--- config.mk ---
export PLATFORM = sky130hd
export DESIGN_NAME = fetch_stage
export DESIGN_NICKNAME = d
export VERILOG_FILES = /design/src/rtl/fetch_pkg.sv /design/src/rtl/fetch_stage_if_id_reg.sv /design/src/rtl/fetch_stage.sv
export SDC_FILE = /design/constraint.sdc
export NUM_CORES = 1
export LEC_CHECK = 0
export CORE_ASPECT_RATIO = 1.2
export CORE_MARGIN = 2
export CORE_UTILIZATION = 45
export CTS_CLUSTER_DIAMETER = 40
export DETAILED_ROUTE_END_ITERATION = 10
export PLACE_DENSITY = 0.83
export SETUP_SLACK_MARGIN = 0.15
export SYNTH_ARGS = -nofsm -noshare
export SYNTH_HDL_FRONTEND = slang
export SYNTH_SLANG_ARGS = --single-unit
--- constraint.sdc ---
create_clock -name clk -period 5.17 [get_ports clk]
set_clock_uncertainty 0.1 [all_clocks]
set_input_delay 0.7755 -clock clk [delete_from_list [all_inputs] [get_ports clk]]
set_output_delay 0.7755 -clock clk [all_outputs]
set_load 0.01 [all_outputs]
--- src/rtl/fetch_pkg.sv ---
// Shared types and constants for the instruction fetch stage.
// Latency: n/a (declarations only).
// Backpressure: n/a.
package fetch_pkg;

  localparam int FETCH_XLEN = 32;
  localparam logic [31:0] FETCH_RESET_PC = 32'h0000_0000;
  // addi x0,x0,0 -- decode sees this as a harmless bubble
  localparam logic [31:0] FETCH_NOP_INSTR = 32'h0000_0013;

  typedef enum logic [1:0] {
    RUN    = 2'd0,
    HALTED = 2'd1,
    STEP   = 2'd2
  } fetch_state_t;

endpackage

--- src/rtl/fetch_stage_if_id_reg.sv ---
// IF/ID pipeline register: flush > load > bubble > hold, resets to the NOP bubble.
// Latency: 1 cycle from i_load to o_* outputs.
// Backpressure: holds contents whenever no control input is active (stall).
// Ports: clk/rst_n (async active-low); i_flush, i_load, i_bubble controls;
//   i_instr/i_pc incoming fetch; o_instr/o_pc/o_valid towards decode.
import fetch_pkg::*;

module if_id_reg #(
  parameter int              XLEN      = FETCH_XLEN,
  parameter logic [XLEN-1:0] NOP_INSTR = XLEN'(FETCH_NOP_INSTR)
) (
  input  logic            clk,
  input  logic            rst_n,
  input  logic            i_flush,
  input  logic            i_load,
  input  logic            i_bubble,
  input  logic [XLEN-1:0] i_instr,
  input  logic [XLEN-1:0] i_pc,
  output logic [XLEN-1:0] o_instr,
  output logic [XLEN-1:0] o_pc,
  output logic            o_valid
);

  logic [XLEN-1:0] r_instr;
  logic [XLEN-1:0] r_pc;
  logic            r_valid;

  always_ff @(posedge clk or negedge rst_n) begin
    if (!rst_n) begin
      r_instr <= NOP_INSTR;
      r_pc    <= '0;
      r_valid <= 1'b0;
    end else if (i_flush) begin
      r_instr <= NOP_INSTR;
      r_pc    <= '0;
      r_valid <= 1'b0;
    end else if (i_load) begin
      r_instr <= i_instr;
      r_pc    <= i_pc;
      r_valid <= 1'b1;
    end else if (i_bubble) begin
      // pc is left as-is; only the valid bit and the NOP word matter to decode
      r_instr <= NOP_INSTR;
      r_valid <= 1'b0;
    end
  end

  assign o_instr = r_instr;
  assign o_pc    = r_pc;
  assign o_valid = r_valid;

endmodule

--- src/rtl/fetch_stage.sv ---
// Instruction fetch stage: PC, imem request handshake, debug run/halt/step, IF/ID register.
// Latency: IF/ID updates 1 cycle after address issue; 1 instr/cycle with zero-wait memory.
// Backpressure: stall holds PC and IF/ID; memory wait inserts NOP bubbles; redirect overrides all.
// Ports: clk, rst_n; imem_addr/imem_req out, imem_rdata/imem_valid in; stall; br_taken/br_target;
//   dbg_halt_req/dbg_resume_req/dbg_step_req pulses, dbg_pc_wr/dbg_pc_wdata, dbg_halted out;
//   if_id_instr/if_id_pc/if_id_valid to decode.
// Build option: define FETCH_DBG_PC_WR_EN to let the debugger write the PC while halted.
import fetch_pkg::*;

module fetch_stage #(
  parameter int              XLEN      = FETCH_XLEN,
  parameter logic [XLEN-1:0] RESET_PC  = XLEN'(FETCH_RESET_PC),
  parameter logic [XLEN-1:0] NOP_INSTR = XLEN'(FETCH_NOP_INSTR)
) (
  input  logic            clk,
  input  logic            rst_n,
  output logic [XLEN-1:0] imem_addr,
  output logic            imem_req,
  input  logic [XLEN-1:0] imem_rdata,
  input  logic            imem_valid,
  input  logic            stall,
  input  logic            br_taken,
  input  logic [XLEN-1:0] br_target,
  input  logic            dbg_halt_req,
  input  logic            dbg_resume_req,
  input  logic            dbg_step_req,
  input  logic            dbg_pc_wr,
  input  logic [XLEN-1:0] dbg_pc_wdata,
  output logic            dbg_halted,
  output logic [XLEN-1:0] if_id_instr,
  output logic [XLEN-1:0] if_id_pc,
  output logic            if_id_valid
);

  fetch_state_t    r_state;
  fetch_state_t    w_state_nxt;
  logic [XLEN-1:0] r_pc;
  logic [XLEN-1:0] w_pc_nxt;
  logic            r_halted;
  logic            w_req_st;
  logic            w_accept;

`ifndef FETCH_DBG_PC_WR_EN
  // Debug PC write is not built; ports stay so instantiations are unchanged.
  logic w_unused_dbg_pc;
  assign w_unused_dbg_pc = dbg_pc_wr ^ (^dbg_pc_wdata);
`endif

  // Request is gated by rst_n directly so it is low throughout reset and
  // rises in the very first cycle after release.
  assign imem_req  = rst_n & w_req_st;
  assign imem_addr = r_pc;
  assign w_accept  = imem_req & imem_valid & ~stall & ~br_taken;

  always_ff @(posedge clk or negedge rst_n) begin
    if (!rst_n) begin
      r_state  <= RUN;
      r_pc     <= RESET_PC;
      r_halted <= 1'b0;
    end else begin
      r_state  <= w_state_nxt;
      r_pc     <= w_pc_nxt;
      r_halted <= (w_state_nxt == HALTED);
    end
  end

  // Next state and request; redirects never change state.
  always_comb begin
    w_state_nxt = r_state;
    w_req_st    = 1'b1;
    case (r_state)
      RUN: begin
        // any same-cycle accept still completes; otherwise the access is dropped
        if (dbg_halt_req) w_state_nxt = HALTED;
      end
      HALTED: begin
        w_req_st = 1'b0;
        if (dbg_resume_req)    w_state_nxt = RUN;
        else if (dbg_step_req) w_state_nxt = STEP;
      end
      STEP: begin
        if (w_accept) w_state_nxt = HALTED;
      end
      default: begin
        w_state_nxt = RUN;
      end
    endcase
  end

  // PC: redirect beats everything (including stall and debugger write).
  always_comb begin
    w_pc_nxt = r_pc;
    if (br_taken) begin
      w_pc_nxt = br_target;
    end
`ifdef FETCH_DBG_PC_WR_EN
    else if (dbg_pc_wr && (r_state == HALTED)) begin
      w_pc_nxt = dbg_pc_wdata;
    end
`endif
    else if (w_accept) begin
      w_pc_nxt = r_pc + XLEN'(4);
    end
  end

  assign dbg_halted = r_halted;

  // Without an accept and without a stall, decode gets a NOP bubble
  // (memory wait, halted, or leaving RUN mid-access).
  if_id_reg #(
    .XLEN      (XLEN),
    .NOP_INSTR (NOP_INSTR)
  ) u_if_id (
    .clk      (clk),
    .rst_n    (rst_n),
    .i_flush  (br_taken),
    .i_load   (w_accept),
    .i_bubble (~stall),
    .i_instr  (imem_rdata),
    .i_pc     (r_pc),
    .o_instr  (if_id_instr),
    .o_pc     (if_id_pc),
    .o_valid  (if_id_valid)
  );

endmodule

==> metrics.yaml, run 1 <==
run_status:
  status: "finished clean"
logic_synthesis:
  yosysTopAreaCell: "dfrtp_1"
  avgSynthCellArea_um2: 10.34
  synth_nets: 535
  synthMuxAreaShare_pct: 1.467
  ys.flop_type: "dfrtp_1"
  synth-compound-area-share_pct: 13.80
  synth-simple-area-share_pct: 19.05
  synth_warnings: 0
  ys_top_cells_by_area: "dfrtp_1 55%, nand2_1 8.5%, a22o_1 5.7%, xnor2_1 4.7%, a21oi_1 3.6%"
  syn-cell-area_mm2: 0.004434
  synth.distinct_cells: 40
  synth_edf_count: 0
  ys_seq_area_share_pct: 56.52
  synth_top_family_by_area: "simple AND/OR/NAND/NOR gates"
  synthXorXnorAreaFrac_pct: 5.728
  synthAdderAreaFrac_pct: 0.2822
  synth-seq-cells: 100
  synth.top_cell.area_share_pct: 54.74
  syn_inst: 429
  async_reset_ff_share_pct: 100.0
finish:
  fin_cells: 711
  fillers: 743
  layout-drive-gt1-share_pct: 7.313
  multi_input_area_mm2: 0.001793
  regArea_mm2: 0.002506
  num_antenna_cells: 0
  final_nets: 691
  area_growth_pct: 45.43
power:
  power_frac_seq_pct: 48.7
  p_sw_share_pct: 26.58
  leakagePower_uw: 0.002628
  power_uw: 1848
  powerDensity_mw_per_mm2: 286.6
  switchingPower_uw: 491.3
  combPwrFrac_pct: 18.5
  vdd_drop_max_mv: 0.1680
  pwr-share-clk_pct: 32.8
  internal_power_uw: 1357
worst_setup_path:
  crit_path_end_kind: "primary output"
  critPathMaxFanout: 47
  startpoint_type: "input pin"
  critPathMaxStageDelay_ns: 0.57
  cp_top_family: "buffers and inverters"
  critPathKind: "in -> out"
  crit_arrival_ns: 2.07
  rr_worst_depth: 6
  crit_buf_inv: 2
  cp_cell_sequence: "buf_4 -> and2_1 -> clkdlybuf4s50_1"
  worstReg2RegStart: "imem_addr[3]"
  worstPathRequired_ns: 4.29
  cp_slowest_cell: "clkdlybuf4s50_1"
  rrSetupSlack_ns: 2.94
  rr_endpoint: "imem_addr[28]"
detailed_routing:
  drt_iter0_drc: 169
  vias_per_cell: 5.436
  num_vias: 3865
  wl_um: 12410
  wire_per_inst_um: 17.46
  first_pass_iters: 4
  drtAntennaViolNets: 0
  drc_errors: 0
floorplan:
  coreArea_mm2: 0.009564
  die_w_um: 94.62
  io_pins: 204
  die_h_um: 112.7
  start_util_pct: 46.36
  rows: 39
  dieArea_mm2: 0.01067
place:
  gp_congestion: 0.8249
  port_buffers: 170
  place_inst: 697
  hpwl_um: 8449
clocking:
  hold_buffers: 0
  cts_resized: 0
  worstSkewPairLatency_ns: 0.34
  path_clk_slew_ns: 0.07
  cts.sinks: 100
  clock-root-buffer: "clkbuf_16"
  clockBufferDepth: 2
  h-tree-depth: 3
  cts-buffers-inserted: 9
  tritoncts: "yes"
  cts_setup_buffers: 0
job:
  drv_cap: 0
global_route:
  grt_pass1_wl_um: 19490
  antenna_found_initial: 0
  first_global_vias: 3847
  grt_start_max_net_pins: 100
  track_usage_pct: 23.50
  overflow: 0
sta:
  fin_crit_sh_pct: 56.93
  finalSetupViolCount: 0
  holdWs_ns: 0.3394
  fmax_ghz: 0.3398
  worst_pin_slew_ns: 1.241
  hold_viol_final: 0
  rsz0062_at_grt: "false"
  slew_violations: 0
  fin_setup_tns_ns: 0
  relSlewSlack_pct: 16.86
  min_period_ns: 2.943
min_path:
  min-delay-path-class: "in -> async"
-- metrics by stage --
step	utilization, %	area (µm²)	setup WS, ns
after detailed placement	64.73	6191	2.103
after global routing	67.43	6449	2.108
after global placement	64.73	6191	2.142
final	67.43	6449	2.227
after floorplan	-	4434	3.133
after CTS	67.43	6449	2.185
-- power groups by stage --
| stage | clock network (µW) | logic, µW | registers, µW |
|---|---|---|---|
| floorplan | 0 | 119 | 923 |
| global placement | 0 | 335 | 911 |
| detailed placement | 0 | 341 | 914 |
| CTS | 618 | 345 | 900 |
| global route | 650 | 371 | 909 |
| finish | 607 | 341 | 900 |
-- final cells by class --
type | instances | share of cell area [%]
flip-flops and latches | 100 | 38.86
inverters | 3 | 0.1746
repair buffers | 174 | 26.78
clock buffers | 11 | 3.764
clock inverters | 3 | 0.2328
well taps | 123 | 2.387
multi-input cells | 297 | 27.80
-- cells in the final DEF, fill, tap and decap left out, types with 4 or more instances in the layout --
cell	instances
o21ai_0	20
nor3_1	8
a22o_1	29
nor2_1	7
xor2_1	5
xnor2_1	24
buf_4	6
nand2_1	100
clkbuf_16	9
nand3_1	9
mux2_2	4
clkdlybuf4s50_1	168
nand4_1	5
a21oi_1	32
dfrtp_1	97
o21ai_1	12
nor4_1	6
-- registers in the layout, summed over array words and instances, names as in the netlist --
signal           count
dbg_halted           1
imem_addr           32
r_state              2
u_if_id.o_instr     32
u_if_id.o_pc        32
u_if_id.o_valid      1
-- worst max-delay path by stage --
stage,start,to,slack [ns],cells past startpoint
finish,rst_n,imem_req,2.23,3
CTS,rst_n,imem_req,2.19,3
detailed placement,imem_valid,imem_addr[23],2.10,6
global placement,imem_valid,imem_addr[23],2.14,6
global route,rst_n,imem_req,2.11,3
floorplan,stall,imem_addr[30],3.13,6
-- routing by layer --
layer	vias to the layer above	part of all wire, %	track usage (%)
met5	-	0	0
met4	0	1.9	9.179
met3	16	7.6	6.059
met2	155	51	40.80
met1	1895	39	27.59
li1	1799	-	-
-- Yosys cell counts, types with 4 or more instances --
cell type  number
nand2_1       100
dfrtp_1        97
a21oi_1        32
a22o_1         29
xnor2_1        24
o21ai_0        20
clkbuf_1       14
o21ai_1        12
nand3_1         9
nor2_1          8
nor3_1          8
buf_2           7
buf_1           6
nor4_1          6
nand4_1         5
xor2_1          5
mux2_2          4
-- kinds of logic (layout without fill, tap and decap cells) --
kind of cell,after synthesis,in the layout
flip-flops,100,100
buffers and inverters,32,191
AND/OR/NAND/NOR,164,164
adder cells (fa/ha/maj),1,1
AO/OA/AOI/OAI,97,97
XOR/XNOR,29,29
multiplexers,6,6
Power figures use the tool's default switching activity.
==> run 2, diff against run 1 <==
--- a/config.mk
+++ b/config.mk
@@ -7,10 +7,10 @@
 export LEC_CHECK = 0
 export CORE_ASPECT_RATIO = 1.2
 export CORE_MARGIN = 2
-export CORE_UTILIZATION = 45
+export CORE_UTILIZATION = 42
 export CTS_CLUSTER_DIAMETER = 40
 export DETAILED_ROUTE_END_ITERATION = 10
-export PLACE_DENSITY = 0.83
+export PLACE_DENSITY = 0.78
 export SETUP_SLACK_MARGIN = 0.15
 export SYNTH_ARGS = -nofsm -noshare
 export SYNTH_HDL_FRONTEND = slang
==> constraint.sdc (replaced) <==
create_clock -name clk -period 2.94 [get_ports clk]
set_clock_uncertainty 0.1 [all_clocks]
set_input_delay 0.441 -clock clk [delete_from_list [all_inputs] [get_ports clk]]
set_output_delay 0.441 -clock clk [all_outputs]
set_load 0.01 [all_outputs]
==> metrics.yaml, run 2 (same netlist as run 1, synthesis figures left out) <==
clocking:
  cts-buffers-inserted: 9  # unchanged
  hold_buffers: 0  # unchanged
  cts_setup_buffers: 0  # unchanged
  tritoncts: "yes"  # unchanged
  cts.sinks: 100  # unchanged
  cts_resized: 0  # unchanged
  clock-root-buffer: "clkbuf_16"  # unchanged
  worstSkewPairLatency_ns: 0.34  # about the same
  clockBufferDepth: 2  # unchanged
  path_clk_slew_ns: 0.07  # about the same
  h-tree-depth: 3  # unchanged
floorplan:
  coreArea_mm2: 0.01041  # was 0.009564 mm²
  dieArea_mm2: 0.01140  # was 0.01067 mm²
  die_h_um: 116.6  # was 112.7 µm
  rows: 41  # was 39
  io_pins: 204  # unchanged
  die_w_um: 97.80  # was 94.62 µm
  start_util_pct: 42.58  # was 46.36%
global_route:
  antenna_found_initial: 0  # unchanged
  first_global_vias: 3910  # was 3,847
  overflow: 0  # unchanged
  track_usage_pct: 21.67  # was 23.50%
  grt_start_max_net_pins: 67  # was 100
  grt_pass1_wl_um: 19640  # was 19,490 µm
detailed_routing:
  num_vias: 3826  # was 3,865
  wl_um: 12580  # was 12,410 µm
  drc_errors: 0  # unchanged
  first_pass_iters: 4  # unchanged
  drt_iter0_drc: 167  # was 169
  drtAntennaViolNets: 0  # unchanged
  vias_per_cell: 5.270  # was 5.436
  wire_per_inst_um: 17.33  # was 17.46 µm
sta:
  fin_setup_tns_ns: 0  # unchanged
  fmax_ghz: 0.4244
  worst_pin_slew_ns: 0.8158  # was 1.241 ns
  relSlewSlack_pct: 45.61  # was 16.86%
  slew_violations: 0  # unchanged
  min_period_ns: 2.356
  rsz0062_at_grt: "false"  # unchanged
  fin_crit_sh_pct: 80.15
  hold_viol_final: 0  # unchanged
  finalSetupViolCount: 0  # unchanged
power:
  vdd_drop_max_mv: 0.3659  # was 0.1680 mV
  powerDensity_mw_per_mm2: 540.0  # was 286.6 mW/mm²
  power_uw: 3566  # was 1848 µW
  leakagePower_uw: 0.002697  # was 0.002628 µW
worst_setup_path:
  crit_path_end_kind: "register"  # was primary output
  startpoint_type: "input pin"  # unchanged
  critPathMaxFanout: 10  # was 47
  worstPathRequired_ns: 3.07  # was 4.29 ns
  critPathKind: "in -> reg"  # was in -> out
  crit_arrival_ns: 2.48  # was 2.07 ns
run_status:
  status: "finished clean"  # unchanged
place:
  gp_congestion: 0.7905  # was 0.8249
  port_buffers: 170  # unchanged
  hpwl_um: 8719  # was 8449 µm
finish:
  area_growth_pct: 48.96  # was 45.43%
  final_util_pct: 63.43  # was 67.43%
  final_cell_mix: "168 x clkdlybuf4s50_1, 100 x nand2_1, 97 x dfrtp_1"  # unchanged
  layout-drive-gt1-share_pct: 8.878  # was 7.313%
  final_common_cell: "clkdlybuf4s50_1"  # unchanged
  num_antenna_cells: 0  # unchanged
  final_nets: 698  # was 691
min_path:
  min-delay-path-class: "in -> async"  # unchanged
job:
  drv_cap: 0  # unchanged
## run 2: final timing paths
kind                                 startpoint              end  slack (ns)  cells past startpoint
worst min register to register  u_if_id.o_valid  u_if_id.o_valid        0.38                      1
worst max-delay path                 imem_valid    imem_addr[23]        0.58                      6
max in group asynchronous                 rst_n  u_if_id.o_pc[6]        1.43                      3
worst min-delay path                      rst_n     imem_addr[7]        0.11                      2
min in group clk                u_if_id.o_valid  u_if_id.o_valid        0.38                      1
worst max register to register     imem_addr[5]    imem_addr[23]        0.83                      5
## run 2: where the power goes
part           switching, µW  total (µW)  internal (µW)  leakage [µW]
registers                112        1580           1470       0.00132
clock network            519        1380            859      0.000166
logic                    270         605            335       0.00121
## run 2: critical path, stage by stage
cell	delay, ns
clkdlybuf4s50_1	0.48
nor2b_1	0.28
nand4_2	0.40
nor4_1	0.48
xor2_1	0.12
mux2_2	0.28
## run 2: final cells by class
cell class	instances	area, µm²
Clock buffer	11	242.7
Clock inverter	5	106.4
Fill cell	845	3809
Inverter	3	11.26
Multi-Input combinational cell	297	1798
Sequential cell	100	2506
Tap cell	129	161.4
Timing Repair Buffer	181	1779
## run 2: stage by stage
stage,instance area (µm²),instances,hold WS [ns],setup WS (ns)
2_1_floorplan,4434,429,0.04541,1.100
3_3_place_gp,6256,710,0.3611,0.3377
3_5_place_dp,6256,710,0.3648,0.2381
4_1_cts,6605,726,0.1153,0.5829
5_1_grt,6605,726,0.1441,0.4120
6_report,6605,726,0.1105,0.5837
## run 2: per-layer routing
| metal | up-vias | global-route usage, % | routed length (µm) |
|---|---|---|---|
| li1 | 1811 | - | - |
| met1 | 1868 | 26.30 | 5315 |
| met2 | 133 | 38.48 | 6372 |
| met3 | 14 | 5.386 | 699 |
| met4 | 0 | 6.667 | 192 |
| met5 | - | 0 | 0 |
